==> src/rtl/rom_arbiter_pkg.sv <==
// rom_arbiter_pkg: shared sizing, tag type and round-robin pick for rom_arbiter.
// Widths are sized for the largest supported requester count so one tag type serves every configuration.
package rom_arbiter_pkg;

    localparam int MAX_REQ = 8;

    function automatic int clog2(input int n);
        int r;
        r = 0;
        while ((1 << r) < n) r++;
        return r;
    endfunction

    localparam int IDX_W = clog2(MAX_REQ);

    typedef struct packed {
        logic             valid;
        logic [IDX_W-1:0] idx;
    } tag_t;

    // Walk from farthest to nearest so the first eligible index after last_grant wins.
    function automatic logic [MAX_REQ-1:0] rr_pick(
        input logic [MAX_REQ-1:0] eligible,
        input logic [IDX_W-1:0]   last_grant,
        input int                 num_req
    );
        logic [MAX_REQ-1:0] pick;
        int j;
        pick = '0;
        for (int k = MAX_REQ; k > 0; k--) begin
            j = (int'(last_grant) + k) % num_req;
            if (k <= num_req && |(eligible & (MAX_REQ'(1) << j)))
                pick = MAX_REQ'(1) << j;
        end
        return pick;
    endfunction

endpackage

==> src/rtl/rom_arbiter_if.sv <==
// rom_arbiter_if: requester request/response channels plus the shared ROM port.
interface rom_arbiter_if #(
    parameter int NUM_REQ    = 4,
    parameter int DATA_WIDTH = 8,
    parameter int ADDR_WIDTH = 8
);
    logic [NUM_REQ-1:0]            req_valid_i;
    logic [NUM_REQ*ADDR_WIDTH-1:0] req_addr_i;
    logic [NUM_REQ-1:0]            req_ready_o;
    logic [NUM_REQ-1:0]            rsp_valid_o;
    logic [NUM_REQ*DATA_WIDTH-1:0] rsp_data_o;
    logic [NUM_REQ-1:0]            rsp_ready_i;
    logic [ADDR_WIDTH-1:0]         rom_addr_o;
    logic [DATA_WIDTH-1:0]         rom_data_i;

    modport master (
        output req_valid_i, req_addr_i, rsp_ready_i, rom_data_i,
        input  req_ready_o, rsp_valid_o, rsp_data_o, rom_addr_o
    );

    modport slave (
        input  req_valid_i, req_addr_i, rsp_ready_i, rom_data_i,
        output req_ready_o, rsp_valid_o, rsp_data_o, rom_addr_o
    );
endinterface

==> src/rtl/rom_arbiter_rr.sv <==
// rr_arbiter: combinational round-robin grant (one-hot plus index) starting after last_grant.
module rr_arbiter
    import rom_arbiter_pkg::*;
#(
    parameter int NUM_REQ = 4
) (
    input  logic [NUM_REQ-1:0] eligible,
    input  logic [IDX_W-1:0]   last_grant,
    output logic [NUM_REQ-1:0] grant,
    output logic [IDX_W-1:0]   idx
);
    logic [MAX_REQ-1:0] pick;

    assign pick  = rr_pick(MAX_REQ'(eligible), last_grant, NUM_REQ);
    assign grant = pick[NUM_REQ-1:0];

    always_comb begin
        idx = '0;
        for (int k = 0; k < MAX_REQ; k++)
            if (pick[k]) idx = IDX_W'(k);
    end
endmodule

==> src/rtl/rom_arbiter.sv <==
// rom_arbiter: round-robin sharing of one registered-output ROM among NUM_REQ requesters,
// one read outstanding per requester, responses routed back by a tag pipeline.
module rom_arbiter
    import rom_arbiter_pkg::*;
#(
    parameter int NUM_REQ     = 4,
    parameter int DATA_WIDTH  = 8,
    parameter int ADDR_WIDTH  = 8,
    parameter int ROM_LATENCY = 1
) (
    input  logic         clk_i,
    input  logic         arstn_i,
    rom_arbiter_if.slave bus
);
    localparam int L = ROM_LATENCY;

    logic [NUM_REQ-1:0] busy, grant, hs, rsp_acc;
    logic [IDX_W-1:0]   idx, last_grant;
    tag_t               pipe [L+1];
    tag_t               ex;

    rr_arbiter #(.NUM_REQ(NUM_REQ)) u_rr (
        .eligible   (bus.req_valid_i & ~busy),
        .last_grant (last_grant),
        .grant      (grant),
        .idx        (idx)
    );

    // Gating with reset keeps ready low while held in reset, even with requests pending.
    assign bus.req_ready_o = grant & {NUM_REQ{arstn_i}};
    assign hs              = bus.req_valid_i & bus.req_ready_o;
    assign rsp_acc         = bus.rsp_valid_o & bus.rsp_ready_i;
    assign ex              = pipe[L];

    always_ff @(posedge clk_i or negedge arstn_i) begin
        if (!arstn_i) begin
            busy            <= '0;
            last_grant      <= IDX_W'(NUM_REQ - 1);
            bus.rom_addr_o  <= '0;
            bus.rsp_valid_o <= '0;
            bus.rsp_data_o  <= '0;
            for (int k = 0; k <= L; k++) pipe[k] <= '0;
        end else begin
            busy <= (busy | hs) & ~rsp_acc;
            if (|hs) begin
                bus.rom_addr_o <= bus.req_addr_i[idx*ADDR_WIDTH +: ADDR_WIDTH];
                last_grant     <= idx;
            end
            pipe[0] <= '{valid: |hs, idx: idx};
            for (int k = 1; k <= L; k++) pipe[k] <= pipe[k-1];
            for (int i = 0; i < NUM_REQ; i++) begin
                if (ex.valid && ex.idx == IDX_W'(i)) begin
                    bus.rsp_valid_o[i]                          <= 1'b1;
                    bus.rsp_data_o[i*DATA_WIDTH +: DATA_WIDTH] <= bus.rom_data_i;
                end else if (rsp_acc[i]) begin
                    bus.rsp_valid_o[i] <= 1'b0;
                end
            end
        end
    end
endmodule

==> src/flat_wrapper.sv <==
// flat-port wrapper written by rule: the top's interface ports become plain ports
module rom_arbiter_flat import rom_arbiter_pkg::*;
#(
    parameter int NUM_REQ     = 4,
    parameter int DATA_WIDTH  = 8,
    parameter int ADDR_WIDTH  = 8,
    parameter int ROM_LATENCY = 1
)
  (clk_i, arstn_i, bus_req_valid_i, bus_req_addr_i, bus_rsp_ready_i, bus_rom_data_i, bus_req_ready_o, bus_rsp_valid_o, bus_rsp_data_o, bus_rom_addr_o);
  rom_arbiter_if #(.NUM_REQ(NUM_REQ), .DATA_WIDTH(DATA_WIDTH), .ADDR_WIDTH(ADDR_WIDTH)) bus_i ();
  input  logic clk_i;
  input  logic arstn_i;
  input wire logic [$bits(bus_i.req_valid_i)-1:0] bus_req_valid_i;
  input wire logic [$bits(bus_i.req_addr_i)-1:0] bus_req_addr_i;
  input wire logic [$bits(bus_i.rsp_ready_i)-1:0] bus_rsp_ready_i;
  input wire logic [$bits(bus_i.rom_data_i)-1:0] bus_rom_data_i;
  output wire logic [$bits(bus_i.req_ready_o)-1:0] bus_req_ready_o;
  output wire logic [$bits(bus_i.rsp_valid_o)-1:0] bus_rsp_valid_o;
  output wire logic [$bits(bus_i.rsp_data_o)-1:0] bus_rsp_data_o;
  output wire logic [$bits(bus_i.rom_addr_o)-1:0] bus_rom_addr_o;
  assign bus_i.req_valid_i = bus_req_valid_i;
  assign bus_i.req_addr_i = bus_req_addr_i;
  assign bus_i.rsp_ready_i = bus_rsp_ready_i;
  assign bus_i.rom_data_i = bus_rom_data_i;
  assign bus_req_ready_o = bus_i.req_ready_o;
  assign bus_rsp_valid_o = bus_i.rsp_valid_o;
  assign bus_rsp_data_o = bus_i.rsp_data_o;
  assign bus_rom_addr_o = bus_i.rom_addr_o;
  rom_arbiter #(.NUM_REQ(NUM_REQ), .DATA_WIDTH(DATA_WIDTH), .ADDR_WIDTH(ADDR_WIDTH), .ROM_LATENCY(ROM_LATENCY)) u_core (.clk_i(clk_i), .arstn_i(arstn_i), .bus(bus_i));
endmodule
==> config.mk <==
export PLATFORM = sky130hd
export DESIGN_NAME = rom_arbiter_flat
export DESIGN_NICKNAME = d
export VERILOG_FILES = /design/src/rtl/rom_arbiter_pkg.sv /design/src/rtl/rom_arbiter_if.sv /design/src/rtl/rom_arbiter_rr.sv /design/src/rtl/rom_arbiter.sv /design/src/flat_wrapper.sv
export SDC_FILE = /design/constraint.sdc
export NUM_CORES = 1
export LEC_CHECK = 0
export CAP_MARGIN = 20
export CELL_PAD_IN_SITES_DETAIL_PLACEMENT = 0
export CELL_PAD_IN_SITES_GLOBAL_PLACEMENT = 1
export CORE_MARGIN = 2
export CORE_UTILIZATION = 31
export CTS_CLUSTER_SIZE = 10
export DETAILED_ROUTE_END_ITERATION = 10
export PLACE_DENSITY = 0.83
export SLEW_MARGIN = 0
export SYNTH_ARGS = -nofsm -noshare
export SYNTH_HDL_FRONTEND = slang
export SYNTH_HIERARCHICAL = 1
export SYNTH_SLANG_ARGS = --single-unit
export TNS_END_PERCENT = 100
==> constraint.sdc <==
create_clock -name clk_i -period 2.3 [get_ports clk_i]
set_input_delay 0.46 -clock clk_i [delete_from_list [all_inputs] [get_ports clk_i]]
set_output_delay 0.46 -clock clk_i [all_outputs]
set_load 0.005 [all_outputs]
==> flow_summary.ini, run 1 <==
[power_and_ir_drop]
cellPowerDensity_nw_per_um2 = 1223
p_leak_nw = 1.838
ir_drop_uv = 570.1

[setup_path]
nature_of_the_critical_path_endpoint = flop
path_class = flop to flop
reg2regPathDepth = 9
critical_path_arrival_ns = 2.43
critical_path_startpoint_category = flop
crit_path_start = u_core/last_grant[0]
worstPathMaxFanout = 9
reg2reg_to = u_core/bus.rom_addr_o[3]
r2r_setup_slk_ns = 0.08
cp.required_ns = 2.51
r2r-start = u_core/last_grant[0]
critical_path_end = u_core/bus.rom_addr_o[3]

[global_route]
number_of_antenna_violations_at_the_first_check_in_global_routing = 0
globalRoute.totalOverflow = 0
grt_use_met3_pct = 3.831
grt_first_pass_wirelength_um = 10480
first_global_vias = 2144
grt_start_max_net_pins = 57
grt.met1_usage_pct = 18.72
grt_most_used_layer = met2
met2_usage_pct = 25.00
track_usage_pct = 15.41

[clock_tree]
cell_at_the_root_of_the_clock_tree = sky130_fd_sc_hd__clkbuf_8
cts-buffers-inserted = 9
clock-sinks = 58
max-clock-path-buffers = 2
cts.clk_slew.worst_paths_ns = 0.07
cts_tree = built
clk_latency_worst_skew_pair_ns = 0.33
cts_max_level = 3

[route]
route.antenna.remaining_nets = 0
detail_route.first_pass.iterations = 4
wire_per_inst_um = 15.50
detail_route.drc_violations = 0
drt-initial-drc-count = 65
drt_wl_total_um = 6603
viasPerCell = 4.718
dr_total_vias = 2010

[placed_design]
placedCellCount = 401
post-dp-hpwl_um = 4626
detailed_place.area_sq_um = 3782
preCtsSetupSlack_ns = -0.4819
port_buffers = 97
gp_congestion = 0.9035

[die]
floorplan.die_area_sq_um = 9005
floorplan.core_area_sq_um = 8093
ios = 98
die_w_um = 94.90
std_cell_rows = 33
die_height_um = 94.90
initial_utilization_pct = 31.65

[finish]
post-route-util_pct = 51.72
final_cells = 426
layout_cell_share_with_drive_strength_beyond_1_pct = 36.14
multi_input_comb_area_sq_um = 1150
finish.net_count = 366
area_growth_syn_to_layout_pct = 63.41
final-seq-area_sq_um = 1454
layout.filler_cells = 734
final_cell_area_sq_um = 4185
antenna-diode-count = 0

[timing]
worst-slew-pin-transition_ns = 0.7013
setup_violations = 0
final-hold-violation-count = 0
postLayoutSetupSlackWorst_ns = 0.08093
finalWorstPathRequiredPeriod_ns = 2.219
timing.clock.skew_ns = 0.007882
max_freq_mhz = 450.6
timing.final.max_slew_violations = 0
final.period_utilization_pct = 96.48
grt_setup_unrepaired = true
max_slew_margin_pct = 53.25

[status]
run_status = finished, final reports clean

[logic_synthesis]
synth.cell_area_sq_um = 2561
average_instance_area_after_synthesis_sq_um = 13.55
syn_nets = 239
yosys_warnings = 6
synthCells = 189

[run]
max_cap_violations = 0

[hold_path]
min_path_type = flop to flop
[registers in the layout (all words and copies together) (netlist names)]
signal / cells
u_core/pipe: 4
u_core/bus.rsp_valid_o: 4
u_core/ex: 4
u_core/last_grant: 2
u_core/busy: 4
u_core/bus.rom_addr_o: 8
u_core/bus.rsp_data_o: 32
[power by group]
part | internal [mW] | leakage (nW) | switching [mW]
combinational | 1.52 | 1.01 | 0.821
sequential | 1.48 | 0.718 | 0.276
clock | 0.607 | 0.105 | 0.413
[cell usage in the layout (no fill, tap or decap), types with 2 or more instances in the layout]
master,n
sky130_fd_sc_hd__o221a_2,2
sky130_fd_sc_hd__a21oi_1,10
sky130_fd_sc_hd__dfstp_2,2
sky130_fd_sc_hd__buf_4,18
sky130_fd_sc_hd__dlygate4sd2_1,2
sky130_fd_sc_hd__dfrtp_1,56
sky130_fd_sc_hd__o22ai_1,9
sky130_fd_sc_hd__buf_2,2
sky130_fd_sc_hd__inv_1,5
sky130_fd_sc_hd__nand2b_1,2
sky130_fd_sc_hd__clkinvlp_4,2
sky130_fd_sc_hd__and2_1,2
sky130_fd_sc_hd__nor2b_4,4
sky130_fd_sc_hd__a22o_1,2
sky130_fd_sc_hd__mux2_2,41
sky130_fd_sc_hd__inv_2,2
sky130_fd_sc_hd__clkdlybuf4s50_1,89
sky130_fd_sc_hd__mux2i_1,15
sky130_fd_sc_hd__and2_4,2
sky130_fd_sc_hd__a21o_1,3
sky130_fd_sc_hd__nor2_1,3
sky130_fd_sc_hd__clkinv_2,2
sky130_fd_sc_hd__bufinv_16,2
sky130_fd_sc_hd__nor4bb_2,2
sky130_fd_sc_hd__clkbuf_8,9
sky130_fd_sc_hd__clkbuf_2,3
sky130_fd_sc_hd__buf_6,6
[timing repair]
action,4_1_cts,5_1_grt
hold buffers,1,0
pin swaps,7,4
buffers inserted,4,3
gates cloned,1,0
hold endpoints to repair,2,0
endpoints found under the setup margin,12,12
resized for setup,29,17
[area by class of cell]
| cell class | count | share of cell area (%) |
|---|---|---|
| clock buffers | 9 | 2.960 |
| clock inverters | 7 | 2.242 |
| inverters | 7 | 0.6278 |
| multi-input cells | 116 | 27.47 |
| flip-flops and latches | 58 | 34.74 |
| well taps | 105 | 3.139 |
| repair buffers | 124 | 28.82 |
[worst min-delay path by stage]
stage / to / cells after the start / startpoint
floorplan: u_core/bus.rom_addr_o[0] / 0 / arstn_i
detailed placement: u_core/bus.rsp_valid_o[1] / 1 / arstn_i
global placement: u_core/bus.rsp_valid_o[1] / 1 / arstn_i
global route: u_core/ex[3] / 0 / u_core/pipe[7]
finish: u_core/ex[3] / 0 / u_core/pipe[7]
CTS: u_core/ex[3] / 0 / u_core/pipe[7]
[worst max-delay path: stages, from the launching register on]
cell,delay (ns)
sky130_fd_sc_hd__dfstp_2,0.53
sky130_fd_sc_hd__and2b_4,0.19
sky130_fd_sc_hd__buf_6,0.12
sky130_fd_sc_hd__buf_6,0.11
sky130_fd_sc_hd__a221oi_4,0.27
sky130_fd_sc_hd__buf_6,0.16
sky130_fd_sc_hd__buf_12,0.14
sky130_fd_sc_hd__mux2i_2,0.21
sky130_fd_sc_hd__o22ai_1,0.10
sky130_fd_sc_hd__mux2_2,0.27
[per-stage QoR]
stage | power, mW | hold slack, ns | setup TNS [ns]
finish | 5.120 | 0.3502 | 0
CTS | 5.101 | 0.3508 | 0
detailed placement | 3.853 | 0.3056 | -5.907
global placement | 3.804 | 0.3052 | -5.219
global route | 5.468 | 0.3593 | -0.003508
floorplan | 2.678 | 0.1644 | 0
[per-layer routing]
metal,routed length (um),vias up
li1,-,942
met1,2710,996
met2,3372,56
met3,320,16
met4,199,0
met5,0,-
(Power assumes the default switching activity.)
==> inputs of run 2 (changes only) <==
- CTS_CLUSTER_DIAMETER: not set -> 120
==> results of run 2 <==
Same layout as run 1: the final DEF is identical, and so are final timing and power.
